`src/rtl/player_input_ctrl_pkg.sv`:
```
// Shared game definitions: fire/move FSM encodings, button direction decode and
// default frame timing constants used by the ship/missile datapath as well.
package player_input_ctrl_pkg;

  typedef enum logic [2:0] {
    F_IDLE   = 3'd0,
    F_LAUNCH = 3'd1,
    F_WAIT   = 3'd2,
    F_FLY    = 3'd3,
    F_COOL   = 3'd4
  } fire_state_t;

  typedef enum logic [1:0] {
    M_IDLE   = 2'd0,
    M_DELAY  = 2'd1,
    M_REPEAT = 2'd2
  } move_state_t;

  typedef enum logic [1:0] {
    DIR_NONE  = 2'd0,
    DIR_LEFT  = 2'd1,
    DIR_RIGHT = 2'd2
  } dir_t;

  localparam int DEF_DELAY_FRAMES    = 8;
  localparam int DEF_REPEAT_FRAMES   = 2;
  localparam int DEF_COOLDOWN_FRAMES = 4;
  localparam int DEF_CNT_W           = 4;

  // Both buttons held cancel each other out.
  function automatic dir_t decode_dir(input logic left, input logic right);
    dir_t d;
    case ({left, right})
      2'b10:   d = DIR_LEFT;
      2'b01:   d = DIR_RIGHT;
      default: d = DIR_NONE;
    endcase
    return d;
  endfunction

endpackage

```
`src/rtl/player_input_ctrl_frame_counter.sv`:
```
// Frame tick counter: done pulses combinationally on the tick that completes a
// count of `terminal` ticks; clear has priority and discards a coincident tick.
module player_input_ctrl_frame_counter #(
  parameter int CNT_W = 4
) (
  input  logic             clk,
  input  logic             reset,
  input  logic             clear,
  input  logic             frame_tick,
  input  logic [CNT_W-1:0] terminal,
  output logic             done
);

  localparam logic [CNT_W-1:0] ONE = 1;

  logic [CNT_W-1:0] cnt;

  assign done = frame_tick && (cnt == terminal - ONE);

  always_ff @(posedge clk or negedge reset) begin
    if (!reset) begin
      cnt <= '0;
    end else if (clear || done) begin
      cnt <= '0;
    end else if (frame_tick) begin
      cnt <= cnt + ONE;
    end
  end

endmodule

```
`src/rtl/player_input_ctrl.sv`:
```
// Player control sequencer: fire pulses -> single missile launches with cooldown,
// held left/right -> step pulses with delay and auto-repeat. FIRE_QUEUE_EN adds a pending-fire flag.
module player_input_ctrl
  import player_input_ctrl_pkg::*;
#(
  parameter int DELAY_FRAMES    = DEF_DELAY_FRAMES,
  parameter int REPEAT_FRAMES   = DEF_REPEAT_FRAMES,
  parameter int COOLDOWN_FRAMES = DEF_COOLDOWN_FRAMES,
  parameter int CNT_W           = DEF_CNT_W
) (
  input  logic       clk,
  input  logic       reset,
  input  logic       frame_tick,
  input  logic       enable,
  input  logic       fire_pulse,
  input  logic       left_held,
  input  logic       right_held,
  input  logic       missile_active,
  output logic       launch,
  output logic       step_left,
  output logic       step_right,
  output logic       fire_ready,
  output logic [2:0] fire_state_dbg,
  output logic [1:0] move_state_dbg
);

  localparam logic [CNT_W-1:0] DELAY_N  = CNT_W'(DELAY_FRAMES);
  localparam logic [CNT_W-1:0] REPEAT_N = CNT_W'(REPEAT_FRAMES);
  localparam logic [CNT_W-1:0] COOL_N   = CNT_W'(COOLDOWN_FRAMES);

  fire_state_t fire_state, fire_next;
  move_state_t move_state, move_next;
  dir_t        dir_q, dir_next, dir_in, step_dir;
  logic        pend;
  logic        cool_done, move_done, move_clear;

  assign fire_state_dbg = fire_state;
  assign move_state_dbg = move_state;
  assign dir_in         = decode_dir(left_held, right_held);

  // fire_pulse is a one-cycle request; it is taken only in a cycle where
  // fire_ready would have been high, otherwise it is dropped (or queued).
  always_comb begin
    fire_next = fire_state;
    case (fire_state)
      F_IDLE:   if (enable && (fire_pulse || pend)) fire_next = F_LAUNCH;
      F_LAUNCH: fire_next = F_WAIT;
      F_WAIT:   if (missile_active) fire_next = F_FLY;
      F_FLY:    if (!missile_active) fire_next = (COOLDOWN_FRAMES == 0) ? F_IDLE : F_COOL;
      F_COOL:   if (cool_done) fire_next = F_IDLE;
      default:  fire_next = F_IDLE;
    endcase
  end

`ifdef FIRE_QUEUE_EN
  always_ff @(posedge clk or negedge reset) begin
    if (!reset) begin
      pend <= 1'b0;
    end else if (!enable || fire_state == F_IDLE) begin
      pend <= 1'b0;
    end else if (fire_pulse && (fire_state == F_WAIT || fire_state == F_FLY ||
                                fire_state == F_COOL)) begin
      pend <= 1'b1;
    end
  end
`else
  assign pend = 1'b0;
`endif

  always_comb begin
    move_next  = move_state;
    dir_next   = dir_q;
    step_dir   = DIR_NONE;
    move_clear = 1'b0;
    case (move_state)
      M_IDLE: begin
        move_clear = 1'b1;
        if (enable && dir_in != DIR_NONE) begin
          move_next = M_DELAY;
          dir_next  = dir_in;
          step_dir  = dir_in;
        end
      end
      M_DELAY, M_REPEAT: begin
        if (!enable || dir_in == DIR_NONE) begin
          move_next  = M_IDLE;
          dir_next   = DIR_NONE;
          move_clear = 1'b1;
        end else if (dir_in != dir_q) begin
          // direct reversal behaves like a fresh press
          move_next  = M_DELAY;
          dir_next   = dir_in;
          step_dir   = dir_in;
          move_clear = 1'b1;
        end else if (move_done) begin
          move_next  = M_REPEAT;
          step_dir   = dir_q;
          move_clear = (move_state == M_DELAY);
        end
      end
      default: begin
        move_next  = M_IDLE;
        dir_next   = DIR_NONE;
        move_clear = 1'b1;
      end
    endcase
  end

  always_ff @(posedge clk or negedge reset) begin
    if (!reset) begin
      fire_state <= F_IDLE;
      move_state <= M_IDLE;
      dir_q      <= DIR_NONE;
      launch     <= 1'b0;
      step_left  <= 1'b0;
      step_right <= 1'b0;
      fire_ready <= 1'b0;
    end else begin
      fire_state <= fire_next;
      move_state <= move_next;
      dir_q      <= dir_next;
      launch     <= (fire_next == F_LAUNCH);
      fire_ready <= (fire_next == F_IDLE) && enable;
      step_left  <= (step_dir == DIR_LEFT);
      step_right <= (step_dir == DIR_RIGHT);
    end
  end

  player_input_ctrl_frame_counter #(.CNT_W(CNT_W)) u_cool_cnt (
    .clk        (clk),
    .reset      (reset),
    .clear      (fire_state != F_COOL),
    .frame_tick (frame_tick),
    .terminal   (COOL_N),
    .done       (cool_done)
  );

  player_input_ctrl_frame_counter #(.CNT_W(CNT_W)) u_move_cnt (
    .clk        (clk),
    .reset      (reset),
    .clear      (move_clear),
    .frame_tick (frame_tick),
    .terminal   ((move_state == M_REPEAT) ? REPEAT_N : DELAY_N),
    .done       (move_done)
  );

endmodule

```
`config.mk`:
```
export PLATFORM = sky130hd
export DESIGN_NAME = player_input_ctrl
export DESIGN_NICKNAME = d
export VERILOG_FILES = /design/src/rtl/player_input_ctrl_pkg.sv /design/src/rtl/player_input_ctrl_frame_counter.sv /design/src/rtl/player_input_ctrl.sv
export SDC_FILE = /design/constraint.sdc
export NUM_CORES = 1
export LEC_CHECK = 0
export ABC_AREA = 0
export CORE_UTILIZATION = 30
export CTS_CLUSTER_SIZE = 40
export DETAILED_ROUTE_END_ITERATION = 10
export HOLD_SLACK_MARGIN = 0.08
export PLACE_DENSITY = 0.53
export SLEW_MARGIN = 20
export SYNTH_ARGS = -nofsm -noshare
export SYNTH_HDL_FRONTEND = slang
export SYNTH_SLANG_ARGS = --single-unit
```
`constraint.sdc`:
```
create_clock -name clk -period 1.83 [get_ports clk]
set_input_delay 0.366 -clock clk [delete_from_list [all_inputs] [get_ports clk]]
set_output_delay 0.366 -clock clk [all_outputs]
set_load 0.005 [all_outputs]
```
==> impl_metrics.ini, run 1 <==
[logic_synthesis]
synthesis.instances = 102
synthDistinctLibCells = 33
synth-seq-cells = 19
synth_fp_nets = 117
seq_area_frac_synth = 0.455
netlist_area_um2 = 1050
yosysWarningCount = 0
synth_area_per_cell_um2 = 10.3

[sta]
timing.fmax_mhz = 555
post-route-min-period_ns = 1.80
timing.final.max_slew_violations = 0
holdWs_ns = 0.399
fin_crit_sh = 0.985
final-setup-viol-count = 0
max_transition_margin = 0.780
worst_slew_pin_slew_ns = 0.328
worst_clock_skew_ns = 0.00385
timing_hold_violations_final = 0

[grt]
groute.usage.overall = 0.128
initial_antenna_violation_count = 0
overflow = 0
grt_first_pass_wirelength_um = 3470
vias_in_the_first_global_route = 800
grt_max_degree = 20

[die]
fp.dieH_um = 61.1
ioPinCount = 17
die_w_um = 61.1
start_util = 0.313
placeableCoreArea_um2 = 3340
core.rowCount = 21
dieArea_um2 = 3730

[final_layout]
num_antenna_cells = 0
flow.area_growth_from_synthesis_pct = 39.2
final-instance-count-excl-fill = 185
post-route-cell-area_um2 = 1460
layout-drive-gt1-share = 0.252
num-nets-final = 155
num-fill-cells = 330

[placement]
numPlacedInstances = 180
place_hpwl_um = 1650
port_buffers = 16
gp_congestion = 0.786
placed_area_um2 = 1380

[routing]
dr_wl_met3_um = 70
detail_route.wirelength.met1_um = 1050
drt_wl_total_um = 2130
route.detailed.wl_per_inst_um = 11.5
detailed_route_drc_error_count = 0
drtPass1Iterations = 4
drt-initial-drc-count = 35
top_layer_used = met4
total_number_of_vias = 858
drtAntennaViolNets = 0
vias_per_cell = 4.64
wl_met2_um = 998

[worst_setup_path]
crit_arrival_ns = 2.00
critical_path.reg2reg.endpoint = step_right$_DFF_PN0_
timing.critical_path.to_type = flop
critPathMaxFanout = 4
worst_setup_slack_for_register_to_register_paths_ns = 0.05
cp.required_ns = 2.03
worstSetupPathType = primary input to flop
worst_setup_path_start_kind = primary input
worstReg2RegStart = move_state_dbg[0]$_DFFE_PN0P_
r2r_cells = 7

[clocking]
cts_max_path_buffers = 2
cts-htree-levels = 1
cts.sinks = 19
worst_skew_pair.late_latency_ns = 0.30
clkSlewWorstSetupHoldPaths_ns = 0.11
numCtsBuffers = 3
clock_tree_from_tritoncts = built
clock-root-buffer = sky130_fd_sc_hd__clkbuf_4

[power_and_ir_drop]
share_seq_of_total_power = 0.399
cellInternalPower_mw = 0.918
power.net_switching_mw = 0.475
power.leakage_nw = 0.658
comb_power_share = 0.450
ir_drop_mv = 0.513
power_switching_share = 0.341
power.density_nw_per_um2 = 956
clockPowerShare = 0.152

[run]
maxCapViolations = 0

[min_path]
hp-class = primary input to async pin

[run_status]
outcome = completed
==> worst max path at each step <==
stage	start	to	slack, ns	cells past startpoint
6_report	left_held	dir_q[0]$_DFFE_PN0P_	0.03	7
3_5_place_dp	left_held	dir_q[0]$_DFFE_PN0P_	-0.40	7
5_1_grt	left_held	step_left$_DFF_PN0_	-0.009	8
4_1_cts	left_held	dir_q[0]$_DFFE_PN0P_	0.004	7
3_3_place_gp	left_held	dir_q[0]$_DFFE_PN0P_	-0.34	7
2_1_floorplan	move_state_dbg[0]$_DFFE_PN0P_	move_state_dbg[1]$_DFFE_PN0P_	0.04	6
==> per-layer routing <==
layer | up-vias | GRT usage
met5 | - | 0
met4 | 0 | 0.0292
met3 | 2 | 0.0441
met2 | 19 | 0.196
met1 | 409 | 0.176
li1 | 428 | -
==> cells in the mapped netlist <==
cell type / number / area, µm²
sky130_fd_sc_hd__nor2_2: 1 / 6.26
sky130_fd_sc_hd__o21ai_0: 4 / 20.0
sky130_fd_sc_hd__xnor2_1: 4 / 35.0
sky130_fd_sc_hd__dfrtp_1: 19 / 475
sky130_fd_sc_hd__a21oi_1: 4 / 20.0
sky130_fd_sc_hd__nor2_1: 15 / 56.3
sky130_fd_sc_hd__o2bb2ai_1: 2 / 17.5
sky130_fd_sc_hd__nand4_1: 2 / 12.5
sky130_fd_sc_hd__nor3b_2: 1 / 12.5
sky130_fd_sc_hd__nand2b_1: 2 / 12.5
sky130_fd_sc_hd__o311ai_2: 1 / 16.3
sky130_fd_sc_hd__o21ai_1: 1 / 5.00
sky130_fd_sc_hd__nand4bb_1: 1 / 11.3
sky130_fd_sc_hd__nand3b_1: 2 / 15.0
sky130_fd_sc_hd__a32o_1: 1 / 10.0
sky130_fd_sc_hd__nand2_1: 9 / 33.8
sky130_fd_sc_hd__buf_4: 1 / 7.51
sky130_fd_sc_hd__ha_1: 7 / 87.6
sky130_fd_sc_hd__xor2_1: 4 / 35.0
sky130_fd_sc_hd__or2_2: 1 / 6.26
sky130_fd_sc_hd__inv_1: 6 / 22.5
sky130_fd_sc_hd__nand3_1: 2 / 10.0
sky130_fd_sc_hd__nor3_1: 1 / 5.00
sky130_fd_sc_hd__mux2i_1: 2 / 20.0
sky130_fd_sc_hd__nor4_1: 1 / 6.26
sky130_fd_sc_hd__o31ai_1: 1 / 7.51
sky130_fd_sc_hd__nor3b_1: 1 / 7.51
sky130_fd_sc_hd__a211oi_4: 1 / 20.0
sky130_fd_sc_hd__o211a_1: 1 / 10.0
sky130_fd_sc_hd__and3_1: 1 / 6.26
sky130_fd_sc_hd__or3b_4: 1 / 11.3
sky130_fd_sc_hd__nor4_2: 1 / 12.5
sky130_fd_sc_hd__mux2_2: 1 / 11.3
==> cell families after synthesis <==
kind of cell | share of synthesized area
mux | 0.0299
buf+inv | 0.0287
fa+ha+maj | 0.0837
compound gates | 0.121
xor+xnor | 0.0670
flops | 0.455
simple gates | 0.215
==> placed cells by master (no fill, tap or decap), types with 2 or more instances in the layout <==
cell                              count
sky130_fd_sc_hd__mux2i_1              2
sky130_fd_sc_hd__dfrtp_1             19
sky130_fd_sc_hd__nand3_1              2
sky130_fd_sc_hd__xnor2_2              2
sky130_fd_sc_hd__nor2_1              15
sky130_fd_sc_hd__nand3b_1             2
sky130_fd_sc_hd__o21ai_0              3
sky130_fd_sc_hd__clkdlybuf4s50_1     16
sky130_fd_sc_hd__a21oi_1              4
sky130_fd_sc_hd__clkbuf_4             3
sky130_fd_sc_hd__buf_4               18
sky130_fd_sc_hd__ha_1                 7
sky130_fd_sc_hd__xnor2_1              2
sky130_fd_sc_hd__o2bb2ai_1            2
sky130_fd_sc_hd__nand4_1              2
sky130_fd_sc_hd__nand2_1              8
sky130_fd_sc_hd__inv_1                6
sky130_fd_sc_hd__xor2_1               4
sky130_fd_sc_hd__nand2b_1             2
==> sequential cells by signal, summed over array words and instances, names as in the netlist <==
register and flops:
u_cool_cnt.cnt 4, u_move_cnt.cnt 4, fire_state_dbg 3, dir_q 2
move_state_dbg 2, fire_ready 1, launch 1, step_left 1
step_right 1
==> final cells by class <==
| type | instances | area, µm² | area share |
|---|---|---|---|
| tap | 46 | 57.6 | 0.0395 |
| clock buffer | 3 | 22.5 | 0.0155 |
| timing repair buffer | 34 | 295 | 0.203 |
| sequential | 19 | 475 | 0.326 |
| clock inverter | 1 | 5.00 | 0.00344 |
| multi-input combinational | 76 | 578 | 0.397 |
| inverter | 6 | 22.5 | 0.0155 |
==> what timing repair did <==
action,in CTS,in global routing
pin swaps,1,2
resized for setup,1,5
endpoints found under the hold margin,0,0
endpoints found under the setup margin,8,7
hold buffers,0,0
setup buffers,1,0
==> worst max-delay path, stage by stage <==
cell,delay (ns)
sky130_fd_sc_hd__clkdlybuf4s50_1,0.48
sky130_fd_sc_hd__inv_1,0.05
sky130_fd_sc_hd__ha_1,0.27
sky130_fd_sc_hd__nand2b_1,0.17
sky130_fd_sc_hd__nand4bb_4,0.25
sky130_fd_sc_hd__nand2_2,0.09
sky130_fd_sc_hd__mux2_2,0.32
==> power groups by stage <==
stage / Combinational [mW] / Clock, mW / Sequential, mW
after global routing: 0.687 / 0.245 / 0.564
after floorplan: 0.273 / 0 / 0.563
final: 0.626 / 0.211 / 0.555
after detailed placement: 0.578 / 0 / 0.562
after global placement: 0.581 / 0 / 0.560
after CTS: 0.587 / 0.226 / 0.554
==> metrics by stage <==
step,worst slack [ns],util,total power [mW],TNS (ns)
floorplan,0.0360,-,0.836,0
global placement,-0.343,0.415,1.14,-2.59
detailed placement,-0.405,0.415,1.14,-3.16
CTS,0.00414,0.427,1.37,0
global route,-0.00894,0.436,1.50,-0.0100
finish,0.0278,0.436,1.39,0
(Power assumes the default switching activity.)
==> run 2, diff against run 1 <==
--- a/config.mk
+++ b/config.mk
@@ -6,10 +6,11 @@
 export NUM_CORES = 1
 export LEC_CHECK = 0
 export ABC_AREA = 0
+export CORE_ASPECT_RATIO = 1.25
 export CORE_UTILIZATION = 30
 export CTS_CLUSTER_SIZE = 40
 export DETAILED_ROUTE_END_ITERATION = 10
-export HOLD_SLACK_MARGIN = 0.08
+export HOLD_SLACK_MARGIN = 0.02
 export PLACE_DENSITY = 0.53
 export SLEW_MARGIN = 20
 export SYNTH_ARGS = -nofsm -noshare
==> impl_metrics.ini, run 2 (synthesis results as in run 1) <==
[run_status]
outcome = completed

[clocking]
worst_skew_pair.late_latency_ns = 0.26
clock-root-buffer = sky130_fd_sc_hd__clkbuf_8
numCtsBuffers = 3
cts.sinks = 19
clock_tree_from_tritoncts = built
cts_max_path_buffers = 2
cts-htree-levels = 1
clkSlewWorstSetupHoldPaths_ns = 0.07

[placement]
port_buffers = 16
placed_area_um2 = 1390
place_hpwl_um = 1780
gp_congestion = 0.883
place_worst_setup_slack_ns = -0.360
numPlacedInstances = 173

[routing]
drtAntennaViolNets = 0
route.detailed.wl_per_inst_um = 12.9
drtPass1Iterations = 5
detailed_route_drc_error_count = 0
drt-initial-drc-count = 40
total_number_of_vias = 869
drt_wl_total_um = 2320
vias_per_cell = 4.85

[final_layout]
mostFrequentLayoutCell = sky130_fd_sc_hd__buf_4
mostFrequentLayoutCells = sky130_fd_sc_hd__buf_4, sky130_fd_sc_hd__dfrtp_1, sky130_fd_sc_hd__nor2_1, sky130_fd_sc_hd__clkdlybuf4s50_1, sky130_fd_sc_hd__nand2_1
flow.area_growth_from_synthesis_pct = 43.7
final-instance-count-excl-fill = 179
final_util = 0.462
layout-drive-gt1-share = 0.289
num_antenna_cells = 0
num-nets-final = 158
post-route-cell-area_um2 = 1500

[die]
dieArea_um2 = 3730
fp.dieH_um = 68.0
placeableCoreArea_um2 = 3250
die_w_um = 54.8
core.rowCount = 23
start_util = 0.322
ioPinCount = 17

[grt]
overflow = 0
grt_first_pass_wirelength_um = 3870
vias_in_the_first_global_route = 904
initial_antenna_violation_count = 0
grt_max_degree = 20
groute.usage.overall = 0.146

[worst_setup_path]
slowest_stage = sky130_fd_sc_hd__or3b_4
worstSetupPathType = flop to flop
cp.required_ns = 1.98
timing.critical_path.to_type = flop
worstPathCellList = inv_2 -> ha_1 -> or3b_4 -> a211oi_4 -> buf_4 -> o21ai_2 -> a32o_1
critical-path-max-stage-delay_ns = 0.40
critPathMaxFanout = 3
worst_setup_path_start_kind = flop
crit_arrival_ns = 1.94

[power_and_ir_drop]
power.leakage_nw = 0.695
cellInternalPower_mw = 0.997
ir_drop_mv = 0.636
clockPowerShare = 0.197
fin_total_pwr_mw = 1.50
power.net_switching_mw = 0.499
power_switching_share = 0.333
power.density_nw_per_um2 = 995
comb_power_share = 0.428
share_seq_of_total_power = 0.375

[sta]
setup_ws_ns = 0.0432
timing.final.max_slew_violations = 0
worst_slew_pin_slew_ns = 0.309
post-route-min-period_ns = 1.79
final-setup-viol-count = 0
max_transition_margin = 0.792
holdWs_ns = 0.442
timing.fmax_mhz = 560
rsz0062_at_grt = true
finalSetupTns_ns = 0
timing_hold_violations_final = 0
fin_crit_sh = 0.976
worst_clock_skew_ns = 0.00319

[min_path]
hp-class = primary input to async pin

[run]
maxCapViolations = 0
run 2: power by group through the flow:
stage	clock, mW	combinational (mW)	sequential [mW]
5_1_grt	0.320	0.711	0.573
4_1_cts	0.301	0.628	0.558
6_report	0.295	0.640	0.561
2_1_floorplan	0	0.273	0.563
3_5_place_dp	0	0.591	0.561
3_3_place_gp	0	0.589	0.560
run 2: layer usage:
layer	global-route usage	up-vias	wire length, µm
li1	-	433	-
met1	0.178	408	995
met2	0.252	23	1190
met3	0.0267	5	103
met4	0.0481	0	29
met5	0	-	0
run 2: path summary, 6_finish.rpt:
path	cells past startpoint	end	from	slack, ns
hold reg to reg	1	launch$_DFF_PN0_	fire_state_dbg[2]$_DFF_PN0_	0.56
min in group clk	1	launch$_DFF_PN0_	fire_state_dbg[2]$_DFF_PN0_	0.56
max in group asynchronous	2	u_move_cnt.cnt[0]$_DFFE_PN0P_	reset	1.19
hold / removal	2	u_cool_cnt.cnt[2]$_DFFE_PN0P_	reset	0.44
setup / recovery	7	move_state_dbg[1]$_DFFE_PN0P_	move_state_dbg[0]$_DFFE_PN0P_	0.04
setup reg to reg	7	move_state_dbg[1]$_DFFE_PN0P_	move_state_dbg[0]$_DFFE_PN0P_	0.04
run 2: cell type report:
class | count | area [µm²]
clock buffer | 3 | 41.3
clock inverter | 1 | 5.00
fill | 313 | 1750
inverter | 6 | 22.5
multi-input combinational | 76 | 588
sequential | 19 | 475
tap | 37 | 46.3
timing repair buffer | 37 | 324
run 2: timing repair:
item | 4_1_cts | 5_1_grt
setup endpoints to repair | 8 | 9
buffers inserted | 2 | 0
hold buffers | 0 | 0
resized for setup | 4 | 8
pin swaps | 2 | 4
run 2: worst max-delay path, delay by kind of cell (launching register included):
family / cells / cell delay, ns
AOI/OAI and AO/OA: 3 / 0.52
adders and majority gates: 1 / 0.15
buffers and inverters: 2 / 0.23
DFF: 1 / 0.39
and+or+nand+nor: 1 / 0.40
